File: src/rtl/mips_ctrl_pkg.sv
// Shared encodings, opcode/funct constants, state and instruction-class types
// for the multi-cycle MIPS control sequencer.
package mips_ctrl_pkg;

  localparam int unsigned OP_W = 6;
  localparam int unsigned FN_W = 6;

  localparam logic [OP_W-1:0] OP_RTYPE = 6'b000000;
  localparam logic [OP_W-1:0] OP_J     = 6'b000010;
  localparam logic [OP_W-1:0] OP_JAL   = 6'b000011;
  localparam logic [OP_W-1:0] OP_BEQ   = 6'b000100;
  localparam logic [OP_W-1:0] OP_ADDI  = 6'b001000;
  localparam logic [OP_W-1:0] OP_ADDIU = 6'b001001;
  localparam logic [OP_W-1:0] OP_ORI   = 6'b001101;
  localparam logic [OP_W-1:0] OP_LUI   = 6'b001111;
  localparam logic [OP_W-1:0] OP_LW    = 6'b100011;
  localparam logic [OP_W-1:0] OP_SW    = 6'b101011;

  localparam logic [FN_W-1:0] FN_ADD = 6'b100000;
  localparam logic [FN_W-1:0] FN_SUB = 6'b100010;
  localparam logic [FN_W-1:0] FN_AND = 6'b100100;
  localparam logic [FN_W-1:0] FN_OR  = 6'b100101;
  localparam logic [FN_W-1:0] FN_XOR = 6'b100110;
  localparam logic [FN_W-1:0] FN_SLT = 6'b101010;

  typedef enum logic [2:0] {
    ALU_ADD = 3'b000, ALU_SUB = 3'b001, ALU_OR  = 3'b010,
    ALU_SLT = 3'b011, ALU_AND = 3'b100, ALU_XOR = 3'b101
  } alu_op_e;

  typedef enum logic [1:0] {EXT_SIGNED = 2'b00, EXT_UNSIGNED = 2'b01, EXT_LUI = 2'b10} ext_type_e;
  typedef enum logic [1:0] {RD_RT = 2'b00, RD_RD = 2'b01, RD_RA = 2'b10} reg_dst_e;
  typedef enum logic [1:0] {M2R_MEM = 2'b00, M2R_ALU = 2'b01, M2R_PC = 2'b10} mem_to_reg_e;
  typedef enum logic [1:0] {PCS_ALU = 2'b00, PCS_ALUOUT = 2'b01, PCS_JUMP = 2'b10} pc_src_e;
  typedef enum logic [1:0] {ASB_RT = 2'b00, ASB_FOUR = 2'b01, ASB_IMM = 2'b10, ASB_BRANCH = 2'b11} alu_src_b_e;

  typedef enum logic [2:0] {
    S_INIT, S_FETCH, S_DECODE, S_EXEC, S_MEM, S_WB, S_TRAP
  } state_e;

  // R-type ops get their own class so EXEC never needs funct again
  typedef enum logic [3:0] {
    C_NONE, C_ADD, C_SUB, C_AND, C_OR, C_SLT, C_XOR,
    C_ADDI, C_ADDIU, C_ORI, C_LUI, C_LW, C_SW, C_BEQ, C_J, C_JAL
  } instr_class_e;

  typedef struct packed {
    logic        mem_req;
    logic        mem_we;
    logic        i_or_d;
    logic        ir_write;
    logic        pc_write;
    pc_src_e     pc_src;
    logic        alu_src_a;
    alu_src_b_e  alu_src_b;
    alu_op_e     alu_op;
    ext_type_e   ext_type;
    reg_dst_e    reg_dst;
    mem_to_reg_e mem_to_reg;
    logic        reg_write;
    logic        illegal;
    logic        retire;
  } ctrl_t;

  function automatic alu_op_e cls_alu_op(input instr_class_e cls);
    case (cls)
      C_SUB, C_BEQ: return ALU_SUB;
      C_OR, C_ORI:  return ALU_OR;
      C_SLT:        return ALU_SLT;
      C_AND:        return ALU_AND;
      C_XOR:        return ALU_XOR;
      default:      return ALU_ADD;
    endcase
  endfunction

  function automatic ext_type_e cls_ext_type(input instr_class_e cls);
    case (cls)
      C_ADDIU, C_ORI: return EXT_UNSIGNED;
      C_LUI:          return EXT_LUI;
      default:        return EXT_SIGNED;
    endcase
  endfunction

  function automatic logic cls_is_rtype(input instr_class_e cls);
    return cls inside {C_ADD, C_SUB, C_AND, C_OR, C_SLT, C_XOR};
  endfunction

endpackage

File: src/rtl/multicycle_ctrl_if.sv
// Shared memory port handshake between the control sequencer and memory.
interface multicycle_ctrl_if;
  logic mem_req;
  logic mem_we;
  logic i_or_d;
  logic mem_ready;

  modport master (output mem_req, output mem_we, output i_or_d, input mem_ready);
  modport slave  (input mem_req, input mem_we, input i_or_d, output mem_ready);
endinterface

File: src/rtl/instr_class_dec.sv
// Combinational opcode/funct to instruction-class decoder with a valid flag.
module instr_class_dec
  import mips_ctrl_pkg::*;
(
  input  logic [OP_W-1:0] i_opcode,
  input  logic [FN_W-1:0] i_funct,
  output instr_class_e    o_cls_c,
  output logic            o_valid_c
);

  always_comb begin
    o_cls_c   = C_NONE;
    o_valid_c = 1'b1;
    case (i_opcode)
      OP_RTYPE: begin
        case (i_funct)
          FN_ADD:  o_cls_c = C_ADD;
          FN_SUB:  o_cls_c = C_SUB;
          FN_AND:  o_cls_c = C_AND;
          FN_OR:   o_cls_c = C_OR;
          FN_SLT:  o_cls_c = C_SLT;
          FN_XOR:  o_cls_c = C_XOR;
          default: o_valid_c = 1'b0;
        endcase
      end
      OP_ADDI:  o_cls_c = C_ADDI;
      OP_ADDIU: o_cls_c = C_ADDIU;
      OP_ORI:   o_cls_c = C_ORI;
      OP_LUI:   o_cls_c = C_LUI;
      OP_LW:    o_cls_c = C_LW;
      OP_SW:    o_cls_c = C_SW;
      OP_BEQ:   o_cls_c = C_BEQ;
      OP_J:     o_cls_c = C_J;
      OP_JAL:   o_cls_c = C_JAL;
      default:  o_valid_c = 1'b0;
    endcase
  end

endmodule

File: src/rtl/multicycle_ctrl.sv
// Multi-cycle MIPS control sequencer: steps each instruction through
// FETCH/DECODE/EXEC/MEM/WB over a shared req/ready memory port.
module multicycle_ctrl
  import mips_ctrl_pkg::*;
#(
  parameter int unsigned CNT_W = 32
) (
  input  logic                  clk,
  input  logic                  rst_n,
  input  logic [OP_W-1:0]       opcode,
  input  logic [FN_W-1:0]       funct,
  input  logic                  alu_zero,
  multicycle_ctrl_if.master     mem,
  output logic                  ir_write,
  output logic                  pc_write,
  output logic [1:0]            pc_src,
  output logic                  alu_src_a,
  output logic [1:0]            alu_src_b,
  output logic [2:0]            alu_op,
  output logic [1:0]            ext_type,
  output logic [1:0]            reg_dst,
  output logic [1:0]            mem_to_reg,
  output logic                  reg_write,
  output logic                  illegal,
  output logic                  retire,
  output logic [CNT_W-1:0]      retired_cnt
);

  state_e       r_state;
  state_e       w_state_nxt;
  instr_class_e r_cls;
  instr_class_e w_cls;
  logic         w_valid;
  ctrl_t        w_ctrl;
  logic [CNT_W-1:0] r_retired_cnt;

  instr_class_dec u_dec (
    .i_opcode  (opcode),
    .i_funct   (funct),
    .o_cls_c   (w_cls),
    .o_valid_c (w_valid)
  );

  always_ff @(posedge clk or negedge rst_n) begin
    if (!rst_n) r_state <= S_INIT;
    else        r_state <= w_state_nxt;
  end

  // Class is captured at the end of DECODE and used by EXEC/MEM/WB
  always_ff @(posedge clk or negedge rst_n) begin
    if (!rst_n)                  r_cls <= C_NONE;
    else if (r_state == S_DECODE) r_cls <= w_cls;
  end

  always_ff @(posedge clk or negedge rst_n) begin
    if (!rst_n)           r_retired_cnt <= '0;
    else if (w_ctrl.retire) r_retired_cnt <= r_retired_cnt + CNT_W'(1);
  end

  always_comb begin
    w_ctrl      = '0;
    w_state_nxt = r_state;
    case (r_state)
      S_INIT: w_state_nxt = S_FETCH;

      S_FETCH: begin
        w_ctrl.mem_req   = 1'b1;
        w_ctrl.alu_src_b = ASB_FOUR;
        w_ctrl.alu_op    = ALU_ADD;
        if (mem.mem_ready) begin
          w_ctrl.ir_write = 1'b1;
          w_ctrl.pc_write = 1'b1;
          w_ctrl.pc_src   = PCS_ALU;
          w_state_nxt     = S_DECODE;
        end
      end

      S_DECODE: begin
        w_ctrl.alu_src_b = ASB_BRANCH;
        w_ctrl.alu_op    = ALU_ADD;
        if (!w_valid) begin
          w_state_nxt = S_TRAP;
        end else if (w_cls == C_J || w_cls == C_JAL) begin
          w_ctrl.pc_write = 1'b1;
          w_ctrl.pc_src   = PCS_JUMP;
          w_ctrl.retire   = 1'b1;
          w_state_nxt     = S_FETCH;
          if (w_cls == C_JAL) begin
            w_ctrl.reg_write  = 1'b1;
            w_ctrl.reg_dst    = RD_RA;
            w_ctrl.mem_to_reg = M2R_PC;
          end
        end else begin
          w_state_nxt = S_EXEC;
        end
      end

      S_EXEC: begin
        w_ctrl.alu_src_a = 1'b1;
        w_ctrl.alu_op    = cls_alu_op(r_cls);
        w_ctrl.ext_type  = cls_ext_type(r_cls);
        w_ctrl.alu_src_b = cls_is_rtype(r_cls) ? ASB_RT : ASB_IMM;
        w_state_nxt      = S_WB;
        case (r_cls)
          C_LW, C_SW: w_state_nxt = S_MEM;
          C_BEQ: begin
            w_ctrl.alu_src_b = ASB_RT;
            w_ctrl.pc_write  = alu_zero;
            w_ctrl.pc_src    = PCS_ALUOUT;
            w_ctrl.retire    = 1'b1;
            w_state_nxt      = S_FETCH;
          end
          default: ;
        endcase
      end

      S_MEM: begin
        w_ctrl.mem_req = 1'b1;
        w_ctrl.i_or_d  = 1'b1;
        w_ctrl.mem_we  = (r_cls == C_SW);
        if (mem.mem_ready) begin
          if (r_cls == C_SW) begin
            w_ctrl.retire = 1'b1;
            w_state_nxt   = S_FETCH;
          end else begin
            w_state_nxt   = S_WB;
          end
        end
      end

      S_WB: begin
        w_ctrl.reg_write = 1'b1;
        w_ctrl.retire    = 1'b1;
        w_state_nxt      = S_FETCH;
        if (cls_is_rtype(r_cls)) begin
          w_ctrl.reg_dst    = RD_RD;
          w_ctrl.mem_to_reg = M2R_ALU;
        end else if (r_cls == C_LW) begin
          w_ctrl.reg_dst    = RD_RT;
          w_ctrl.mem_to_reg = M2R_MEM;
        end else begin
          w_ctrl.reg_dst    = RD_RT;
          w_ctrl.mem_to_reg = M2R_ALU;
        end
      end

      S_TRAP: w_ctrl.illegal = 1'b1;

      default: w_state_nxt = S_INIT;
    endcase
  end

  assign mem.mem_req  = w_ctrl.mem_req;
  assign mem.mem_we   = w_ctrl.mem_we;
  assign mem.i_or_d   = w_ctrl.i_or_d;
  assign ir_write     = w_ctrl.ir_write;
  assign pc_write     = w_ctrl.pc_write;
  assign pc_src       = w_ctrl.pc_src;
  assign alu_src_a    = w_ctrl.alu_src_a;
  assign alu_src_b    = w_ctrl.alu_src_b;
  assign alu_op       = w_ctrl.alu_op;
  assign ext_type     = w_ctrl.ext_type;
  assign reg_dst      = w_ctrl.reg_dst;
  assign mem_to_reg   = w_ctrl.mem_to_reg;
  assign reg_write    = w_ctrl.reg_write;
  assign illegal      = w_ctrl.illegal;
  assign retire       = w_ctrl.retire;
  assign retired_cnt  = r_retired_cnt;

endmodule

File: src/flat_wrapper.sv
// flat-port wrapper written by rule: the top's interface ports become plain ports
module multicycle_ctrl_flat import mips_ctrl_pkg::*;
#(
  parameter int unsigned CNT_W = 32
)
  (clk, rst_n, opcode, funct, alu_zero, ir_write, pc_write, pc_src, alu_src_a, alu_src_b, alu_op, ext_type, reg_dst, mem_to_reg, reg_write, illegal, retire, retired_cnt, mem_mem_req, mem_mem_we, mem_i_or_d, mem_mem_ready);
  multicycle_ctrl_if mem_i ();
  input  logic clk;
  input  logic rst_n;
  input  logic [OP_W-1:0] opcode;
  input  logic [FN_W-1:0] funct;
  input  logic alu_zero;
  output logic ir_write;
  output logic pc_write;
  output logic [1:0] pc_src;
  output logic alu_src_a;
  output logic [1:0] alu_src_b;
  output logic [2:0] alu_op;
  output logic [1:0] ext_type;
  output logic [1:0] reg_dst;
  output logic [1:0] mem_to_reg;
  output logic reg_write;
  output logic illegal;
  output logic retire;
  output logic [CNT_W-1:0] retired_cnt;
  output wire logic [$bits(mem_i.mem_req)-1:0] mem_mem_req;
  output wire logic [$bits(mem_i.mem_we)-1:0] mem_mem_we;
  output wire logic [$bits(mem_i.i_or_d)-1:0] mem_i_or_d;
  input wire logic [$bits(mem_i.mem_ready)-1:0] mem_mem_ready;
  assign mem_mem_req = mem_i.mem_req;
  assign mem_mem_we = mem_i.mem_we;
  assign mem_i_or_d = mem_i.i_or_d;
  assign mem_i.mem_ready = mem_mem_ready;
  multicycle_ctrl #(.CNT_W(CNT_W)) u_core (.clk(clk), .rst_n(rst_n), .opcode(opcode), .funct(funct), .alu_zero(alu_zero), .mem(mem_i), .ir_write(ir_write), .pc_write(pc_write), .pc_src(pc_src), .alu_src_a(alu_src_a), .alu_src_b(alu_src_b), .alu_op(alu_op), .ext_type(ext_type), .reg_dst(reg_dst), .mem_to_reg(mem_to_reg), .reg_write(reg_write), .illegal(illegal), .retire(retire), .retired_cnt(retired_cnt));
endmodule
File: config.mk
export PLATFORM = sky130hd
export DESIGN_NAME = multicycle_ctrl_flat
export DESIGN_NICKNAME = d
export VERILOG_FILES = /design/src/rtl/mips_ctrl_pkg.sv /design/src/rtl/multicycle_ctrl_if.sv /design/src/rtl/instr_class_dec.sv /design/src/rtl/multicycle_ctrl.sv /design/src/flat_wrapper.sv
export SDC_FILE = /design/constraint.sdc
export NUM_CORES = 1
export LEC_CHECK = 0
export BUFFER_PORTS_ARGS = -buffer_cell sky130_fd_sc_hd__buf_2
export CORE_UTILIZATION = 54
export DETAILED_ROUTE_END_ITERATION = 6
export PLACE_DENSITY_LB_ADDON = 0.25
export SYNTH_ARGS = -nofsm -noshare
export SYNTH_HDL_FRONTEND = slang
export SYNTH_HIERARCHICAL = 1
export SYNTH_SLANG_ARGS = --single-unit
File: constraint.sdc
create_clock -name clk -period 3.3 [get_ports clk]
set_input_delay 0 -clock clk [delete_from_list [all_inputs] [get_ports clk]]
set_output_delay 0 -clock clk [all_outputs]
set_load 0.02 [all_outputs]
==> metrics.cfg, run 1 <==
[sta]
maxSlewViolCount=0
maxSlewHeadroom_pct=43.1
tns_ps=0
setup_violations=0
final_hold_viol_count=0
period_needed_ps=2420
max_freq_mhz=413
whs_ps=74.0
rsz0062_at_grt=false
tightest_slew_ps=854
worst_slack_ps=878
finClkSkew_ps=10.5
period_share_pct=73.4

[setup_path]
cp_common_cell=inv_1
r2r_end=u_core/retired_cnt[1]
cpMaxStageDelayCell=dfrtp_1
path_class=register to output port
cp-end-kind=output port
crit_buf_inv=4
slowest_delay_ps=550
cp.arrival_ps=2420
ff2ff_setup_slack_ps=930
crit_start=u_core/r_state[2]
rr_startpoint=u_core/r_state[2]
crit_family=compound AO/OA/AOI/OAI gates
required_ps=3300
cp_max_fo=12
crit_chain=inv_1 > nand3_1 > inv_1 > a22o_2 > o21ai_2 > inv_1 > buf_2
crit_path_start_kind=register
reg2reg_depth=6

[floorplan]
die_h_um=72.7
dieArea_um2=5290
core-area_um2=4750
die_x_um=72.7
initial_core_util_pct=56.8
num_rows=25
io_pins=70

[grt]
antenna_found_initial=0
grt_pass1_vias=1928
grt_pass1_wl_mm=9.34
globalRouteTotalUtil_pct=22.9
grt_start_max_net_pins=40
overflow=0

[cts]
cts_root_buffer=clkbuf_8
h-tree-depth=2
cts_buffers=5
path_clk_slew_ps=80
cts_tree=built
cts_buffer_depth=2
clk_latency_ps=300
cts_setup_buffers=0
clkSinkCount=39

[final_layout]
final_util_pct=66.9
seq_area_um2=976
area_delta_synth_final_pct=17.8
num-nets-final=378
fin_area_um2=3180
fillerInstances=413
drive_gt1_share_pct=29.4
multiInputGateArea_um2=1550
antenna_cells=0
layout_common_cells=69 x buf_2, 39 x dfrtp_1, 28 x nand2_1, 28 x nor2_1, 23 x xor2_1
layout_commonest_cell=buf_2

[job]
drv_cap=0

[power_and_ir_drop]
peakVddDrop_mv=0.268
p_leak_nw=1.57
power.density_nw_per_um2=554

[route]
wire_per_inst_um=13.6
vias=2375
first_iter_violations=200
ant_nets=0
wl_mm=5.80
avgViaCountPerCell=5.56
dr.pass1.iters=4
drc_errors=0

[placement]
dp_slack_ps=813
dp_hpwl_mm=4.19
place_congestion=0.815
port_buffers=69
placed_area_um2=3040

[yosys]
syn_avg_cell_area_um2=9.15
synth_area_um2=2700
ys_seq_elements=39
ys_types=59
async_reset_ff_share_pct=100
synth.net_count=314
ys_seq_area_share_pct=36.1
ys_warn_count=6
synth_edf_count=0
synth_flop_cell=dfrtp_1
synthCells=295

[min_path]
hp-class=primary input to register
holdPathEnd=u_core/r_cls[3]
worst_hold_startpoint=opcode[4]
holdPathStages=4

[status]
status=completed

-- repair_timing --
item,4_1_cts,5_1_grt
hold buffers,1,0
hold endpoints to repair,39,0
gates resized for setup,0,0
-- synthesized netlist by cell type (all sizes together), types with 2 or more instances --
cell type  instances  area (µm²)
clkbuf             4        15.0
a31oi              5        31.3
and4               3        26.3
o22ai              4        25.0
nor2b              5        31.3
nand3              9        45.0
dfrtp             39         976
nand2b             3        18.8
o21ai              7        38.8
xnor2             11        96.3
nor4               8        68.8
a311oi             2        17.5
nand3b             4        30.0
nor2              28         105
inv               19        71.3
nand4              7        50.1
xor2              23         201
ha                 3        37.5
o22a               2        17.5
nor3b              4        35.0
nor3              25         185
and2               2        13.8
o2111ai            2        35.0
a21oi              8        40.0
nor4b              2        17.5
buf               10        83.8
nor4bb             2        20.0
mux2               3        33.8
and3               3        18.8
nand2             28         105
or2                2        12.5
-- tightest hold or removal path, stage by stage --
cell	delay (ps)
buf_2	130
nor2_1	80
nand2_1	50
o21ai_0	70
-- worst max-delay path by stage --
stage	endpoint	slack (ps)	cells past startpoint
final	retire	880	7
after global routing	retire	640	7
after CTS	retire	880	7
after detailed placement	u_core/retired_cnt[28]	810	10
after global placement	u_core/retired_cnt[28]	1010	10
after floorplan	u_core/retired_cnt[29]	1250	11
-- sequential cells by signal, summed over array words and instances, names as in the netlist --
signal / flops
u_core/retired_cnt: 32
u_core/r_cls: 4
u_core/r_state: 3
-- layer usage --
layer	vias up	global-route usage (%)	wire (µm)
li1	1165	-	-
met1	1126	34.3	2750
met2	77	32.9	2600
met3	7	5.66	378
met4	0	6.10	68
met5	-	0	0
-- through the flow --
stage / total power, W / cells
after floorplan: 0.00115 / 295
after global placement: 0.00128 / 418
after detailed placement: 0.00129 / 418
after CTS: 0.00177 / 427
after global routing: 0.00188 / 427
final: 0.00176 / 427
-- cell type report --
class / instances / area share, %
multi-input cells: 223 / 48.9
flip-flops and latches: 39 / 30.7
repair buffers: 71 / 11.4
well taps: 67 / 2.64
clock buffers: 6 / 2.28
inverters: 19 / 2.24
clock inverters: 2 / 1.89
-- cells by family after synthesis --
group                      after synthesis  synth area share, %
and+or+nand+nor                        139                 31.0
AOI/OAI and AO/OA                       43                 12.6
DFF                                     39                 36.1
xor gates and xnor gates                34                 11.0
buffers and inverters                   33                 6.30
muxes                                    4                 1.62
adders and majority gates                3                 1.39
-- power breakdown --
group          switching (W)  internal (W)  total, W
sequential          0.000155      0.000528  0.000683
combinational       0.000358      0.000241  0.000599
clock               0.000176      0.000302  0.000479
No activity file was read; power rests on OpenSTA's default activity.
==> run 2: changes to the inputs <==
CORE_UTILIZATION = 53   (was 54)
clock period = 2.4 ns   (was 3.3 ns; I/O delays follow)
==> metrics.cfg, run 2 (synthesis gave the netlist of run 1 again) <==
[cts]
cts_tree=built
path_clk_slew_ps=70
cts_buffers=5
cts_buffer_depth=2
clkSinkCount=39
cts_root_buffer=clkbuf_8
h-tree-depth=2
cts_setup_buffers=0
clk_latency_ps=290

[grt]
grt_pass1_vias=2157
grt_pass1_wl_mm=9.80
globalRouteTotalUtil_pct=23.4
overflow=0
antenna_found_initial=0
grt_start_max_net_pins=40
grtUsageMet1_pct=31.6
use_met3_pct=6.72
top_usage_layer=met2
met2_usage_pct=37.1

[final_layout]
drive_gt1_share_pct=31.0
layout_common_cells=69 x buf_2, 39 x dfrtp_1, 28 x nand2_1, 28 x nor2_1, 23 x xor2_1
seq_area_um2=976
area_delta_synth_final_pct=20.0
num-nets-final=386
layout_commonest_cell=buf_2
fillerInstances=424
multiInputGateArea_um2=1550
antenna_cells=0
largest_reg_flops=32
fin_cells=435

[setup_path]
crit_chain=and4b_1 > a22o_2 > o21ai_2 > buf_4 > inv_1 > buf_2
crit_buf_inv=3
cp_max_fo=10
slowest_delay_ps=510
cp.arrival_ps=2190
rr_startpoint=u_core/r_cls[1]
crit_family=compound AO/OA/AOI/OAI gates
cp-end-kind=output port
reg2reg_depth=5
required_ps=2400
ff2ff_setup_slack_ps=260
cpMaxStageDelayCell=dfrtp_1
path_class=register to output port
r2r_end=u_core/retired_cnt[28]
crit_path_start_kind=register

[min_path]
holdPathStages=4
holdPathEnd=u_core/r_cls[3]
hp-class=primary input to register
worst_hold_startpoint=opcode[4]

[sta]
maxSlewViolCount=0
max_freq_mhz=457
period_needed_ps=2190
maxSlewHeadroom_pct=42.4
tns_ps=0
finClkSkew_ps=5.55
rsz0062_at_grt=false
setup_violations=0
period_share_pct=91.2
final_hold_viol_count=0
tightest_slew_ps=864

[status]
status=completed

[route]
drc_errors=0
vias=2430
first_iter_violations=158
avgViaCountPerCell=5.59
ant_nets=0
dr.pass1.iters=4
wire_per_inst_um=13.8
wl_mm=5.99

[placement]
dp_hpwl_mm=4.47
port_buffers=69
place_congestion=0.866
place_inst=426

[floorplan]
io_pins=70
dieArea_um2=5380
num_rows=25
die_x_um=73.4
initial_core_util_pct=56.1
die_h_um=73.4
core-area_um2=4820

[power_and_ir_drop]
power.density_nw_per_um2=768
p_leak_nw=1.61
peakVddDrop_mv=0.535

[job]
drv_cap=0

[run 2: final cells by class]
| cell class | count | area share (%) |
|---|---|---|
| Clock buffer | 6 | 2.24 |
| Tap cell | 67 | 2.59 |
| Timing Repair Buffer | 79 | 13.1 |
| Sequential cell | 39 | 30.1 |
| Multi-Input combinational cell | 223 | 48.0 |
| Clock inverter | 2 | 1.85 |
| Inverter | 19 | 2.20 |
[run 2: repair_timing]
item / 4_1_cts / 5_1_grt
hold buffers: 1 / 0
gates resized for setup: 0 / 0
endpoints found under the hold margin: 39 / 0
[run 2: worst max path at each step]
| stage | start | endpoint | slack (ps) | cells past startpoint |
|---|---|---|---|---|
| 3_5_place_dp | opcode[2] | u_core/retired_cnt[28] | 10 | 10 |
| 2_1_floorplan | opcode[0] | u_core/retired_cnt[29] | 350 | 11 |
| 5_1_grt | opcode[5] | u_core/retired_cnt[28] | 60 | 10 |
| 3_3_place_gp | opcode[2] | u_core/retired_cnt[17] | 150 | 10 |
| 4_1_cts | u_core/r_cls[2] | retire | 220 | 6 |
| 6_report | u_core/r_cls[2] | retire | 210 | 6 |
[run 2: routing by layer]
layer  vias up  wire length, µm
met1      1155             2850
met4         0               27
met2        79             2790
li1       1192                -
met3         4              324
met5         -                0
[run 2: stage by stage]
stage	util, %	area, µm²	worst slack [ps]	hold slack (ps)	total power (W)
global route	67.3	3240	58.5	76.9	0.00264
finish	67.3	3240	212	62.6	0.00249
detailed placement	64.3	3100	11.4	169	0.00184
CTS	67.3	3240	223	54.6	0.00250
global placement	64.3	3100	147	163	0.00182
floorplan	-	2700	349	-296	0.00158
[run 2: power breakdown]
part	internal (W)	switching (W)
combinational	0.000385	0.000580
sequential	0.000727	0.000152
clock	0.000416	0.000230
[run 2: tightest hold or removal path, cell delays in order]
cell and delay (ps):
buf_2 130, nor2_1 70, nand2_1 50, o21ai_0 70
